--- config.mk ---
export PLATFORM = sky130hd
export DESIGN_NAME = fetch_stage
export DESIGN_NICKNAME = d
export VERILOG_FILES = /design/src/rtl/fetch_stage.sv
export SDC_FILE = /design/constraint.sdc
export NUM_CORES = 1
export LEC_CHECK = 0
export BUFFER_PORTS_ARGS = -buffer_cell sky130_fd_sc_hd__buf_4
export CORE_ASPECT_RATIO = 1.75
export CORE_UTILIZATION = 46
export DETAILED_ROUTE_END_ITERATION = 6
export GPL_ROUTABILITY_DRIVEN = 0
export GPL_TIMING_DRIVEN = 1
export PLACE_DENSITY = 0.78
export SYNTH_ARGS = -nofsm -noshare
export SYNTH_HDL_FRONTEND = slang
export SYNTH_SLANG_ARGS = --single-unit
--- constraint.sdc ---
create_clock -name clk -period 2.6 [get_ports clk]
set_input_delay 0.26 -clock clk [delete_from_list [all_inputs] [get_ports clk]]
set_output_delay 0.26 -clock clk [all_outputs]
set_load 0.03 [all_outputs]
--- src/rtl/fetch_stage.sv ---
// -----------------------------------------------------------------------------
// fetch_stage
//   Instruction-fetch stage of the 5-stage pipelined core. Owns the program
//   counter, addresses the combinational instruction memory and registers the
//   returned word together with its PC+4 into the IF/ID pipeline register.
//   Stall, flush and control-transfer redirects come from later stages.
//
// Ports
//   clk            in   rising-edge clock
//   reset          in   synchronous, active-high reset
//   imem_addr      out  byte address to instruction memory (always == pc)
//   imem_instr     in   instruction word returned combinationally
//   stall          in   hold PC and IF/ID
//   flush          in   replace IF/ID with a bubble
//   pc_src         in   00 seq, 01 branch_target, 10 jump_target, 11 jr_target
//   branch_target  in   taken-branch target
//   jump_target    in   J/CLL target
//   jr_target      in   JR register value
//   pc             out  current fetch PC
//   if_id_instr    out  registered instruction
//   if_id_pc_plus4 out  registered PC+4 of that instruction (link value)
//   if_id_valid    out  IF/ID holds a real instruction
//   dbg_state_o    out  FSM state (0 = RESET_S, 1 = RUN)
//
// Optional build macro FETCH_PERF_CNT_EN adds:
//   fetch_count    out  cycles in which IF/ID loaded a valid word
//   stall_count    out  cycles with stall=1 and flush=0
//   flush_count    out  cycles with flush=1
//
// Handshake: there is no valid/ready pair here. stall is a level hold request
// from the hazard unit; flush and pc_src are single-cycle commands sampled on
// the rising edge. A redirect (pc_src != 00) always moves the PC, even under
// stall; flush always bubbles IF/ID, even under stall.
// -----------------------------------------------------------------------------
module fetch_stage #(
  parameter logic [31:0] RESET_PC  = 32'h0000_0000,
  parameter logic [31:0] NOP_INSTR = 32'h0000_0000
) (
  input  logic        clk,
  input  logic        reset,
  output logic [31:0] imem_addr,
  input  logic [31:0] imem_instr,
  input  logic        stall,
  input  logic        flush,
  input  logic [1:0]  pc_src,
  input  logic [31:0] branch_target,
  input  logic [31:0] jump_target,
  input  logic [31:0] jr_target,
  output logic [31:0] pc,
  output logic [31:0] if_id_instr,
  output logic [31:0] if_id_pc_plus4,
  output logic        if_id_valid,
  output logic        dbg_state_o
`ifdef FETCH_PERF_CNT_EN
  ,
  output logic [31:0] fetch_count,
  output logic [31:0] stall_count,
  output logic [31:0] flush_count
`endif
);

  typedef enum logic {
    RESET_S = 1'b0,
    RUN     = 1'b1
  } state_e;

  localparam logic [31:0] ALIGN_MASK = 32'hFFFF_FFFC;

  state_e      state_q, state_d;
  logic [31:0] pc_q, pc_d;
  logic [31:0] instr_q, instr_d;
  logic [31:0] pp4_q, pp4_d;
  logic        valid_q, valid_d;
  logic [31:0] seq_pc;
  logic        load_ifid;

  // Sequential next PC; wraps naturally at 2^32.
  assign seq_pc    = pc_q + 32'd4;
  assign load_ifid = !flush && !stall;

  // Next-state logic for the non-reset case; reset is applied in always_ff.
  always_comb begin
    state_d = RUN;
    pc_d    = pc_q;
    instr_d = instr_q;
    pp4_d   = pp4_q;
    valid_d = valid_q;

    // PC: a redirect wins over stall.
    unique case (pc_src)
      2'b01:   pc_d = branch_target & ALIGN_MASK;
      2'b10:   pc_d = jump_target & ALIGN_MASK;
      2'b11:   pc_d = jr_target & ALIGN_MASK;
      default: pc_d = stall ? pc_q : seq_pc;
    endcase

    // IF/ID: flush wins over stall. Flush is never inferred from pc_src.
    if (flush) begin
      instr_d = NOP_INSTR;
      pp4_d   = 32'd0;
      valid_d = 1'b0;
    end else if (!stall) begin
      instr_d = imem_instr;
      pp4_d   = seq_pc;
      valid_d = 1'b1;
    end
  end

  always_ff @(posedge clk) begin
    if (reset) begin
      state_q <= RESET_S;
      pc_q    <= RESET_PC & ALIGN_MASK;
      instr_q <= NOP_INSTR;
      pp4_q   <= 32'd0;
      valid_q <= 1'b0;
    end else begin
      state_q <= state_d;
      pc_q    <= pc_d;
      instr_q <= instr_d;
      pp4_q   <= pp4_d;
      valid_q <= valid_d;
    end
  end

  assign imem_addr      = pc_q;
  assign pc             = pc_q;
  assign if_id_instr    = instr_q;
  assign if_id_pc_plus4 = pp4_q;
  assign if_id_valid    = valid_q;
  assign dbg_state_o    = state_q;

`ifdef FETCH_PERF_CNT_EN
  logic [31:0] fetch_cnt_q, stall_cnt_q, flush_cnt_q;

  always_ff @(posedge clk) begin
    if (reset) begin
      fetch_cnt_q <= 32'd0;
      stall_cnt_q <= 32'd0;
      flush_cnt_q <= 32'd0;
    end else begin
      if (load_ifid)       fetch_cnt_q <= fetch_cnt_q + 32'd1;
      if (stall && !flush) stall_cnt_q <= stall_cnt_q + 32'd1;
      if (flush)           flush_cnt_q <= flush_cnt_q + 32'd1;
    end
  end

  assign fetch_count = fetch_cnt_q;
  assign stall_count = stall_cnt_q;
  assign flush_count = flush_cnt_q;
`else
  // Without the counters load_ifid has no consumer.
  logic unused_load_ifid;
  assign unused_load_ifid = load_ifid;
`endif

endmodule

==> results of run 1 <==
[placed cells by master (no fill, tap or decap), types with 2 or more instances in the layout]
master and instances:
a211oi_1 12, a21oi_1 28, a22oi_1 11, and2_1 6, and4_1 4, buf_4 264
clkbuf_16 9, clkinvlp_4 3, conb_1 6, dfxtp_1 94, inv_1 6, inv_8 2
mux2_2 12, mux2i_1 49, mux4_2 6, nand2_1 28, nand2b_1 3, nand3_1 8
nand3b_1 2, nand4_1 15, nor2_1 65, nor2b_1 3, nor3_1 12, nor3_2 3
nor4_1 3, nor4_2 4, nor4_4 3, o211ai_1 2, o21ai_0 31, o22ai_1 10
or2_2 4, or4_1 3, xnor2_1 31, xor2_1 21
[synth_stat cells (2+ instances only)]
library cell and number:
dfxtp_1 94, nor2_1 65, mux2i_1 49, buf_4 38
o21ai_0 31, xnor2_1 31, a21oi_1 28, nand2_1 28
clkbuf_1 23, xor2_1 21, nand4_1 15, buf_2 13
a211oi_1 12, mux2_2 12, nor3_1 12, a22oi_1 11
o22ai_1 10, nand3_1 8, buf_1 7, and2_1 6
inv_1 6, mux4_2 6, and4_1 4, nor4_2 4
or2_2 4, nand2b_1 3, nor2b_1 3, nor3_2 3
nor4_1 3, nor4_4 3, or4_1 3, nand3b_1 2
o211ai_1 2
[state kept, by name, summed over array words and instances (netlist names)]
name and count:
if_id_valid 1, if_id_instr 32, dbg_state_o 1, if_id_pc_plus4 30, imem_addr 30
[stage by stage]
stage               util [%]  std cells  total power, µW  hold WS (ps)  cell area (µm²)
floorplan                  -        579             2210           404             5160
global placement        63.5        892             2540           440             6840
detailed placement      63.5        892             2560           462             6840
CTS                     66.3        908             3840           133             7130
global route            66.3        908             3970           139             7130
finish                  66.3        908             3810           140             7130
[cell type report]
| cell class | instances | area, µm² | area share, % |
|---|---|---|---|
| multi-input combinational | 398 | 2790 | 39.1 |
| timing repair buffer | 264 | 1980 | 27.8 |
| sequential | 94 | 1880 | 26.4 |
| clock buffer | 10 | 239 | 3.35 |
| tap | 130 | 163 | 2.28 |
| clock inverter | 6 | 53.8 | 0.755 |
| inverter | 6 | 22.5 | 0.316 |
[report_power, final]
part	leakage (µW)	switching, µW	internal [µW]
sequential	0.000771	96.3	1510
clock	0.000135	592	691
combinational	0.00225	503	416
[layer usage]
metal,up-vias,GRT usage [%],share of wire (%)
li1,2367,-,-
met1,2293,27.5,36
met2,231,48.4,55
met4,0,11.3,2.8
met5,-,0,0
met3,34,4.89,6.9
[path summary, 6_finish.rpt]
path,startpoint,endpoint,slack (ps),depth (start not counted)
setup / recovery,imem_addr[4],imem_addr[25],310,5
hold / removal,imem_instr[17],if_id_instr[17],140,3
setup reg to reg,imem_addr[4],imem_addr[25],310,5
hold reg to reg,if_id_valid,if_id_valid,470,2
[cell families (layout without fill, tap and decap cells)]
group           Yosys count  after routing  share of synthesized area (%)
simple gates            171            171                           18.2
compound gates          101            101                           11.8
other cells               1              6                         0.0730
xor+xnor                 52             52                           8.87
flops                    94             94                           36.6
fa+ha+maj                 1              1                          0.244
mux                      67             67                           14.8
buf+inv                  87            286                           9.45
[worst max-delay path, cell delays in order, from the launching register on]
cell     delay (ps)
dfxtp_1         530
nand4_1         260
or4_1           780
nor4_4          320
xnor2_1         150
o22ai_1         100
==> impl_metrics.py, run 1 <==
metrics = {
    "status": {
        "outcome": "complete, no violations",
    },
    "cells_and_area": {
        "fillCellCount": 908,
        "layout.nets": 908,
        "drive_gt1_share_pct": 40.6,
        "syn2layout_area_growth_pct": 38.8,
        "n_antenna_cell": 0,
    },
    "cts": {
        "cts_buffer_depth": 2,
        "cts_hold_buf": 0,
        "clk_pin_slew_ps": 70,
        "cts_buffers": 9,
        "cts-root-buf": "clkbuf_16",
        "cts_num_sinks": 94,
        "postCtsSetupBuffers": 0,
        "ctsHtreeMaxLevel": 3,
        "ctsResizeCount": 0,
        "cts_tree": "yes",
        "clk_latency_ps": 340,
    },
    "sta": {
        "finalSetupViolCount": 0,
        "max_freq_mhz": 438,
        "hold_violations": 0,
        "period_share_pct": 87.9,
        "skew_ps": 5.70,
        "slew_headroom_pct": 43.6,
        "finalCriticalPeriod_ps": 2290,
        "tightest_slew_ps": 846,
        "rsz0062_at_grt": "no",
        "maxSlewViolCount": 0,
        "layout_setup_ws_ps": 315,
        "tns_ps": 0,
    },
    "setup_path": {
        "worstSetupPathType": "reg2reg",
        "crit_path_end_kind": "register",
        "arrival_ps": 2500,
        "path_max_fanout": 9,
        "start_kind": "register",
        "cp_data_required_time_ps": 2810,
    },
    "floorplan": {
        "core_area_um2": 10800,
        "rows": 50,
        "io_pins": 264,
        "chipWidth_um": 81.9,
        "design.die.area_um2": 11600,
        "die_y_um": 142,
        "start_util_pct": 47.7,
    },
    "logic_synthesis": {
        "ys_seq_elements": 94,
        "synth_seq_area_share_pct": 36.6,
        "synth_area_leaders": "dfxtp_1 37%, mux2i_1 9.5%, buf_4 5.6%, xnor2_1 5.3%, nor2_1 4.7%",
        "syn_area_um2": 5140,
        "synthArstFlopShare_pct": 0,
        "ys.flop_type": "dfxtp_1",
        "yosysTopAreaCell": "dfxtp_1",
        "yosysWarnings": 0,
        "ys_types": 47,
        "synth-edff-count": 0,
        "synthCells": 574,
        "yosysTopAreaCellShare_pct": 36.6,
        "synth_area_per_cell_um2": 8.95,
    },
    "grt": {
        "grt_max_degree": 45,
        "antenna_found_initial": 0,
        "grt_util_all_layers_pct": 26.1,
        "gr-total-overflow": 0,
        "grt_pass1_vias": 4862,
        "grt_pass1_wl_um": 23300,
    },
    "job": {
        "cap_violations": 0,
    },
    "placed_design": {
        "port_buffers": 251,
        "place_ws_ps": 362,
        "hpwlAfterDp_um": 11800,
    },
    "route": {
        "drt_wl_total_um": 15100,
        "drt_iter0_drc": 232,
        "ant_nets": 0,
        "drt_first_pass_iters": 5,
        "wl_per_cell_um": 16.6,
        "drc": 0,
        "viasPerCell": 5.42,
        "vias": 4925,
    },
    "power": {
        "leakage_uw": 0.00316,
        "powerDensity_nw_per_um2": 534,
        "worst_ir_drop_vdd_v": 0.000363,
    },
    "min_path": {
        "hp-class": "in2reg",
    },
}
Power figures use the tool's default switching activity.
==> run 2: changes to the inputs <==
--- a/config.mk
+++ b/config.mk
@@ -5,13 +5,14 @@
 export SDC_FILE = /design/constraint.sdc
 export NUM_CORES = 1
 export LEC_CHECK = 0
+export ABC_AREA = 1
 export BUFFER_PORTS_ARGS = -buffer_cell sky130_fd_sc_hd__buf_4
 export CORE_ASPECT_RATIO = 1.75
 export CORE_UTILIZATION = 46
 export DETAILED_ROUTE_END_ITERATION = 6
 export GPL_ROUTABILITY_DRIVEN = 0
 export GPL_TIMING_DRIVEN = 1
-export PLACE_DENSITY = 0.78
+export PLACE_DENSITY = 0.79
 export SYNTH_ARGS = -nofsm -noshare
 export SYNTH_HDL_FRONTEND = slang
 export SYNTH_SLANG_ARGS = --single-unit
==> impl_metrics.py, run 2 <==
metrics = {
    "placed_design": {
        "hpwlAfterDp_um": 12400,
        "port_buffers": 251,
    },
    "sta": {
        "period_share_pct": 67.5,
        "hold_violations": 0,
        "maxSlewViolCount": 0,
        "rsz0062_at_grt": "no",
        "skew_ps": 7.33,
        "max_freq_mhz": 570,
        "tightest_slew_ps": 642,
        "slew_headroom_pct": 57.1,
        "finalCriticalPeriod_ps": 1760,
        "tns_ps": 0,
        "finalSetupViolCount": 0,
    },
    "floorplan": {
        "io_pins": 264,
        "rows": 49,
        "chipWidth_um": 80.5,
        "core_area_um2": 10400,
        "start_util_pct": 47.9,
        "design.die.area_um2": 11200,
        "die_y_um": 139,
    },
    "logic_synthesis": {
        "yosysTopAreaCellShare_pct": 37.9,
        "synth-edff-count": 0,
        "ys_types": 34,
        "synthCells": 738,
        "yosysTopAreaCell": "dfxtp_1",
        "synth_seq_area_share_pct": 37.9,
        "synth_area_leaders": "dfxtp_1 38%, nand2_1 20%, a21oi_1 9.7%, buf_4 5.4%, nand3_1 3.9%",
        "syn_area_um2": 4960,
        "ys_top_cells_by_count": "263 x nand2_1, 96 x a21oi_1, 94 x dfxtp_1",
        "yosysWarnings": 0,
        "synthArstFlopShare_pct": 0,
        "ys.flop_type": "dfxtp_1",
        "ys_seq_elements": 94,
        "yosysMostFrequentCell": "nand2_1",
        "synth_area_per_cell_um2": 6.73,
    },
    "setup_path": {
        "r2r_start": "imem_addr[3]",
        "arrival_ps": 1960,
        "cp_data_required_time_ps": 2810,
        "worstSetupPathType": "reg2reg",
        "start_kind": "register",
        "crit_path_end_kind": "register",
        "r2r-end": "imem_addr[12]",
        "r2r_cells": 6,
        "r2r_slack_ps": 840,
        "endpoint": "imem_addr[12]",
        "path_max_fanout": 6,
        "startpoint": "imem_addr[3]",
    },
    "power": {
        "leakage_uw": 0.00315,
        "powerDensity_nw_per_um2": 535,
        "worst_ir_drop_vdd_v": 0.000412,
        "finalPower_uw": 3730,
    },
    "grt": {
        "grt_pass1_vias": 5310,
        "grt_util_all_layers_pct": 30.1,
        "grt_max_degree": 55,
        "antenna_found_initial": 0,
        "grt_pass1_wl_um": 25700,
        "gr-total-overflow": 0,
    },
    "cells_and_area": {
        "syn2layout_area_growth_pct": 40.2,
        "fillCellCount": 975,
        "drive_gt1_share_pct": 32.4,
        "layout.nets": 1072,
        "final_common_cell": "nand2_1",
        "n_antenna_cell": 0,
        "final_cell_mix": "263 x nand2_1, 255 x buf_4, 96 x a21oi_1, 94 x dfxtp_1, 39 x nand3_1",
        "largest_reg_flops": 32,
    },
    "min_path": {
        "hp-class": "in2reg",
        "hold_start": "imem_instr[21]",
    },
    "cts": {
        "ctsHtreeMaxLevel": 3,
        "cts_buffers": 9,
        "ctsResizeCount": 0,
        "cts_tree": "yes",
        "clk_pin_slew_ps": 70,
        "cts_hold_buf": 0,
        "cts-root-buf": "clkbuf_16",
        "cts_num_sinks": 94,
        "postCtsSetupBuffers": 0,
        "cts_buffer_depth": 2,
        "clk_latency_ps": 340,
    },
    "route": {
        "drt_first_pass_iters": 5,
        "viasPerCell": 5.24,
        "wl_per_cell_um": 15.7,
        "drt_wl_total_um": 16800,
        "drt_iter0_drc": 264,
        "drc": 0,
        "vias": 5597,
        "ant_nets": 0,
    },
    "status": {
        "outcome": "complete, no violations",
    },
    "job": {
        "cap_violations": 0,
    },
}
==> run 2: stage by stage <==
stage	hold WS, ps	util, %	cells	area (µm²)	worst slack (ps)
after global placement	444	64.3	1053	6660	852
final	171	67.2	1068	6960	845
after CTS	159	67.2	1068	6960	862
after detailed placement	456	64.3	1053	6660	830
after global routing	170	67.2	1068	6960	659
after floorplan	329	-	743	4980	932
==> run 2: final cells by class <==
class | instances | area, µm² | share of cell area (%)
Clock buffer | 10 | 239 | 3.43
Clock inverter | 5 | 58.8 | 0.845
Inverter | 39 | 146 | 2.10
Multi-Input combinational cell | 536 | 2520 | 36.2
Sequential cell | 94 | 1880 | 27.0
Tap cell | 127 | 159 | 2.28
Timing Repair Buffer | 257 | 1950 | 28.1
==> run 2: worst min path at each step <==
stage | endpoint | slack (ps) | cells past startpoint
floorplan | imem_addr[3] | 330 | 1
global placement | if_id_instr[12] | 440 | 2
detailed placement | if_id_instr[12] | 460 | 2
CTS | if_id_instr[22] | 160 | 3
global route | if_id_instr[9] | 170 | 3
finish | if_id_instr[21] | 170 | 3
==> run 2: where the power goes <==
part	leakage (µW)	switching (µW)	internal, µW
logic	0.00225	474	335
registers	0.000769	86.9	1500
clock network	0.000141	561	768
total	0.00315	1120	2610
==> run 2: cell families (layout without fill, tap and decap cells) <==
logic type               after synthesis  count (layout)  synth area share [%]
adder cells (fa/ha/maj)                1               1                 0.252
XOR/XNOR                               6               6                  1.21
flip-flops                            94              94                  37.9
AND/OR/NAND/NOR                      378             378                  32.2
AO/OA/AOI/OAI                        145             145                  16.6
other                                  1               6                0.0755
buffers and inverters                113             311                  11.8
==> run 2: worst max-delay path: stages (launching register included) <==
cell and delay (ps):
dfxtp_1 450, ha_1 260, nand3_1 100, nor2_2 210, nand2_2 130, o21ai_0 330
a31oi_1 130
==> run 2: layer usage <==
metal	wire (µm)	GRT usage (%)
met1	6190	31.8
met2	9090	55.5
met3	921	4.52
met4	590	15.2
met5	0	0
